===== src/rtl/hotcache.sv =====
// hotcache: small fully-associative cache of recent memory words tagged by (base register, offset).
// Define HOTCACHE_BYPASS_EN to forward a same-cycle fill straight to the lookup port.
module hotcache #(
    parameter int ENTRIES = 8
) (
    input  logic        clk,
    input  logic        a_rst,
    input  logic [2:0]  rd_reg,
    input  logic [15:0] rd_offset,
    output logic [15:0] rd_data,
    output logic        rd_cached,
    input  logic [2:0]  crb_reg,
    input  logic        crb_commit,
    input  logic        cmd_cache,
    input  logic [2:0]  cmd_reg,
    input  logic [15:0] cmd_offset,
    input  logic [15:0] cmd_data
);

    localparam int IW = (ENTRIES > 1) ? $clog2(ENTRIES) : 1;

    logic [ENTRIES-1:0] valid_q, valid_d;
    logic [2:0]         reg_q  [ENTRIES];
    logic [2:0]         reg_d  [ENTRIES];
    logic [15:0]        off_q  [ENTRIES];
    logic [15:0]        off_d  [ENTRIES];
    logic [15:0]        data_q [ENTRIES];
    logic [15:0]        data_d [ENTRIES];
    logic [IW-1:0]      victim_q, victim_d;

    logic               hit;
    logic [15:0]        hit_data;
    logic               fwd;
    logic               tag_hit, free_any, fill_drop, do_fill;
    logic [IW-1:0]      tag_idx, free_idx, fill_idx;

    // Lookup: scan high-to-low so the lowest matching index ends up winning.
    always_comb begin
        hit      = 1'b0;
        hit_data = 16'h0000;
        for (int i = ENTRIES - 1; i >= 0; i--) begin
            if (valid_q[i] && reg_q[i] == rd_reg && off_q[i] == rd_offset) begin
                hit      = 1'b1;
                hit_data = data_q[i];
            end
        end
    end

    assign fill_drop = crb_commit && (cmd_reg == crb_reg);
    assign do_fill   = cmd_cache && !fill_drop;

`ifdef HOTCACHE_BYPASS_EN
    assign fwd = do_fill && (cmd_reg == rd_reg) && (cmd_offset == rd_offset);
`else
    assign fwd = 1'b0;
`endif

    always_comb begin
        rd_cached = 1'b0;
        rd_data   = 16'h0000;
        if (!a_rst) begin
            if (fwd) begin
                rd_cached = 1'b1;
                rd_data   = cmd_data;
            end else if (hit) begin
                rd_cached = 1'b1;
                rd_data   = hit_data;
            end
        end
    end

    // Fill target: existing tag first, then lowest free line, then the round-robin victim.
    always_comb begin
        tag_hit  = 1'b0;
        tag_idx  = '0;
        free_any = 1'b0;
        free_idx = '0;
        for (int i = ENTRIES - 1; i >= 0; i--) begin
            if (valid_q[i] && reg_q[i] == cmd_reg && off_q[i] == cmd_offset) begin
                tag_hit = 1'b1;
                tag_idx = IW'(i);
            end
            if (!valid_q[i]) begin
                free_any = 1'b1;
                free_idx = IW'(i);
            end
        end
        if (tag_hit) begin
            fill_idx = tag_idx;
        end else if (free_any) begin
            fill_idx = free_idx;
        end else begin
            fill_idx = victim_q;
        end
    end

    always_comb begin
        valid_d  = valid_q;
        reg_d    = reg_q;
        off_d    = off_q;
        data_d   = data_q;
        victim_d = victim_q;
        if (crb_commit) begin
            for (int i = 0; i < ENTRIES; i++) begin
                if (reg_q[i] == crb_reg) begin
                    valid_d[i] = 1'b0;
                end
            end
        end
        // A fill lands after the invalidate so a reused line keeps its new tag.
        if (do_fill) begin
            valid_d[fill_idx] = 1'b1;
            reg_d[fill_idx]   = cmd_reg;
            off_d[fill_idx]   = cmd_offset;
            data_d[fill_idx]  = cmd_data;
            if (!tag_hit && !free_any) begin
                victim_d = victim_q + 1'b1;
            end
        end
    end

    always_ff @(posedge clk or posedge a_rst) begin
        if (a_rst) begin
            valid_q  <= '0;
            victim_q <= '0;
            for (int i = 0; i < ENTRIES; i++) begin
                reg_q[i]  <= 3'd0;
                off_q[i]  <= 16'h0000;
                data_q[i] <= 16'h0000;
            end
        end else begin
            valid_q  <= valid_d;
            victim_q <= victim_d;
            for (int i = 0; i < ENTRIES; i++) begin
                reg_q[i]  <= reg_d[i];
                off_q[i]  <= off_d[i];
                data_q[i] <= data_d[i];
            end
        end
    end

endmodule


===== config.mk =====
export PLATFORM = sky130hd
export DESIGN_NAME = hotcache
export DESIGN_NICKNAME = d
export VERILOG_FILES = /design/src/rtl/hotcache.sv
export SDC_FILE = /design/constraint.sdc
export NUM_CORES = 1
export LEC_CHECK = 0
export ABC_AREA = 0
export BUFFER_PORTS_ARGS = -buffer_cell sky130_fd_sc_hd__buf_2
export CAP_MARGIN = 30
export CORE_MARGIN = 3
export CORE_UTILIZATION = 50
export DETAILED_ROUTE_END_ITERATION = 12
export PLACE_DENSITY = 0.67
export SETUP_SLACK_MARGIN = 0.05
export SKIP_LAST_GASP = 1
export SLEW_MARGIN = 40
export SYNTH_ARGS = -nofsm -noshare
export SYNTH_HDL_FRONTEND = slang
export SYNTH_SLANG_ARGS = --single-unit

===== constraint.sdc =====
create_clock -name clk -period 27.5 [get_ports clk]
set_clock_uncertainty 0.05 [all_clocks]
set_input_delay 4.125 -clock clk [delete_from_list [all_inputs] [get_ports clk]]
set_output_delay 4.125 -clock clk [all_outputs]
set_load 0.01 [all_outputs]

==> flow_summary.json <==
{
  "status": "finished, final reports clean",
  "routed_wl_um": 49500,
  "synthArstFlopShare_pct": 100,
  "ys_warn_count": 0,
  "ys_seq_elements": 291,
  "stdcell_area_um2": 18300,
  "power.internal_mw": 1.27,
  "postRouteAntennaNets": 0,
  "ir_drop_v": 0.0000468,
  "syn_area_per_cell_um2": 12.0,
  "fill_cells": 2773,
  "setup_viol": 0,
  "yosysSeqAreaShare_pct": 43.9,
  "netSwitchingFraction_pct": 35.9,
  "startpoint_type": "input pin",
  "clk_pin_slew_ns": 0.05,
  "place_area_um2": 17100,
  "grt_max_degree": 143,
  "max_cap_viol_count": 0,
  "multiInputGateArea_um2": 8620,
  "final_cells": 1877,
  "initial_core_util_pct": 50.8,
  "grt_pass1_vias": 11500,
  "cts.path.max_buffers": 3,
  "dr_total_vias": 11100,
  "coreArea_um2": 32600,
  "critPathKind": "in -> out",
  "cts_resized": 0,
  "syn-instance-count": 1384,
  "drt_pass1_iterations": 5,
  "drtIter0Drc": 948,
  "track_usage_pct": 28.2,
  "hpwl_um": 34500,
  "placed_cells": 1819,
  "tns_ns": 0,
  "cts_sinks": 291,
  "nNetsFinal": 1475,
  "htree_levels": 2,
  "drive_above_1_share_pct": 31.3,
  "place.port_buffers": 77,
  "clock_latency_ns": 0.52,
  "die_w_um": 188,
  "die-area_um2": 35400,
  "area_growth_pct": 10.3,
  "vias_per_cell": 5.92,
  "grt_pass1_wl_um": 75200,
  "cp_max_fo": 18,
  "p_comb_share_pct": 34.0,
  "powerDensity_nw_per_um2": 109,
  "critPathArrivalTime_ns": 7.20,
  "io_pins": 78,
  "tightest_slew_ns": 0.929,
  "finalCriticalPeriod_ns": 11.37,
  "relSlewSlack_pct": 37.5,
  "yosysUniqueCellTypes": 52,
  "regArea_um2": 7280,
  "wl_per_cell_um": 26.4,
  "antenna_found_initial": 1,
  "min_period_over_period_pct": 41.3,
  "cts_setup_buffers": 0,
  "synth_edf_count": 0,
  "pwr-share-clk_pct": 23.1,
  "leakagePower_nw": 7.95,
  "die-height_um": 188,
  "cts_hold_buf": 0,
  "crit_required_ns": 23.33,
  "p_sw_mw": 0.715,
  "rows": 66,
  "syn-num-nets": 1446,
  "root_buffer": "clkbuf_16",
  "clock.fmax_mhz": 87.9,
  "cts_made_buffers": 34,
  "remaining_drc_errors": 0,
  "setup.worst_path.end_class": "output pin",
  "hold_viol": 0,
  "seq_power_share_pct": 42.9,
  "slew_violations": 0,
  "hp-class": "reg -> reg",
  "synth_area_um2": 16600,
  "synthFlopType": "dfrtp_1",
  "gp_congestion": 0.984,
  "grt-ovfl-total": 0,
  "rsz0062_at_grt": "false",
  "cts_tree": "done",
  "antennaDiodeCount": 0
}
cell type report:
type,instances,share of cell area (%)
Clock buffer,47,5.14
Sequential cell,291,39.8
Clock inverter,11,0.972
Tap cell,442,3.03
Timing Repair Buffer,96,2.94
Inverter,42,0.931
Multi-Input combinational cell,948,47.1
sequential cells by signal (all words and copies together), names as in the netlist:
signal / cells
off_q: 128
reg_q: 24
valid_q: 8
data_q: 128
victim_q: 3
final timing paths:
kind,end,startpoint,depth (start not counted),slack (ns)
setup / recovery,rd_data[1],rd_offset[8],10,16.13
hold / removal,victim_q[2]$_DFFE_PP0P_,victim_q[2]$_DFFE_PP0P_,1,0.41
setup reg to reg,data_q[77]$_DFFE_PP0P_,off_q[108]$_DFFE_PP0P_,9,23.23
hold reg to reg,victim_q[2]$_DFFE_PP0P_,victim_q[2]$_DFFE_PP0P_,1,0.41
max in group asynchronous,off_q[41]$_DFFE_PP0P_,a_rst,3,22.44
min in group asynchronous,off_q[80]$_DFFE_PP0P_,a_rst,2,3.74
Yosys cell counts, types with 3 or more instances:
master / count / area, µm²
dfrtp_1: 291 / 7280
mux2_2: 259 / 2920
xor2_1: 170 / 1490
xnor2_1: 163 / 1430
nand4_1: 56 / 350
inv_1: 42 / 158
nor4_1: 42 / 263
clkbuf_1: 38 / 143
buf_2: 36 / 180
nor2_1: 33 / 124
nand2_1: 29 / 109
o21ai_0: 22 / 110
mux2_4: 20 / 300
mux2_1: 17 / 191
a211o_1: 16 / 140
a2bb2oi_1: 16 / 140
buf_6: 16 / 180
a22o_1: 15 / 131
a311oi_1: 15 / 131
mux2i_1: 15 / 150
buf_4: 11 / 82.6
nand3_1: 8 / 40.0
nor3_1: 7 / 35.0
a211oi_1: 4 / 30.0
a21o_1: 4 / 30.0
nor4_4: 4 / 85.1
and2_1: 3 / 18.8
and4_1: 3 / 26.3
kinds of logic (layout without fill, tap and decap cells):
logic type               count (synthesis)  count (layout)  synth area share, %
AND/OR/NAND/NOR                        191             191                 6.67
XOR/XNOR                               333             333                 17.6
adder cells (fa/ha/maj)                  1               1               0.0755
buffers and inverters                  145             196                 4.53
flip-flops                             291             291                 43.9
multiplexers                           311             311                 21.5
AO/OA/AOI/OAI                          112             112                 5.74
layout by cell type, fill, tap and decap left out, types with 28 or more instances in the layout:
cell type | Yosys | layout
dfrtp_1 | 291 | 291
mux2_2 | 259 | 259
xor2_1 | 170 | 170
xnor2_1 | 163 | 163
buf_2 | 36 | 77
nand4_1 | 56 | 56
inv_1 | 42 | 41
nor4_1 | 42 | 39
clkbuf_16 | 0 | 34
nor2_1 | 33 | 33
nand2_1 | 29 | 28
power groups by stage:
| stage | logic, mW | clock network (mW) | registers (mW) |
|---|---|---|---|
| global route | 0.727 | 0.485 | 0.876 |
| finish | 0.676 | 0.460 | 0.853 |
| detailed placement | 0.670 | 0 | 0.852 |
| global placement | 0.655 | 0 | 0.845 |
| CTS | 0.675 | 0.468 | 0.847 |
| floorplan | 0.526 | 0 | 0.777 |
stage by stage:
stage / util (%) / total power, mW / setup slack [ns] / hold slack [ns]
floorplan: - / 1.30 / 15.29 / 0.390
global placement: 52.4 / 1.50 / 15.89 / 0.410
detailed placement: 52.5 / 1.52 / 15.81 / 0.412
CTS: 56.0 / 1.99 / 15.81 / 0.420
global route: 56.0 / 2.09 / 15.95 / 0.457
finish: 56.0 / 1.99 / 16.13 / 0.415
worst max-delay path, cell delays in order:
cell and delay [ns]:
buf_2 0.29, xnor2_1 0.16, nand4_1 0.11, nor3_1 0.30
nand3_2 0.43, inv_1 0.66, a211oi_1 0.17, a221o_1 0.34
a211oi_1 0.36, buf_2 0.21
metal layers:
layer	share of wire [%]	GRT usage (%)	up-vias
met5	0.022	0	-
met4	2.0	5.48	2
met3	6.2	4.09	68
met2	46	45.1	336
met1	45	41.2	5791
li1	-	-	4909
Power figures use the tool's default switching activity.
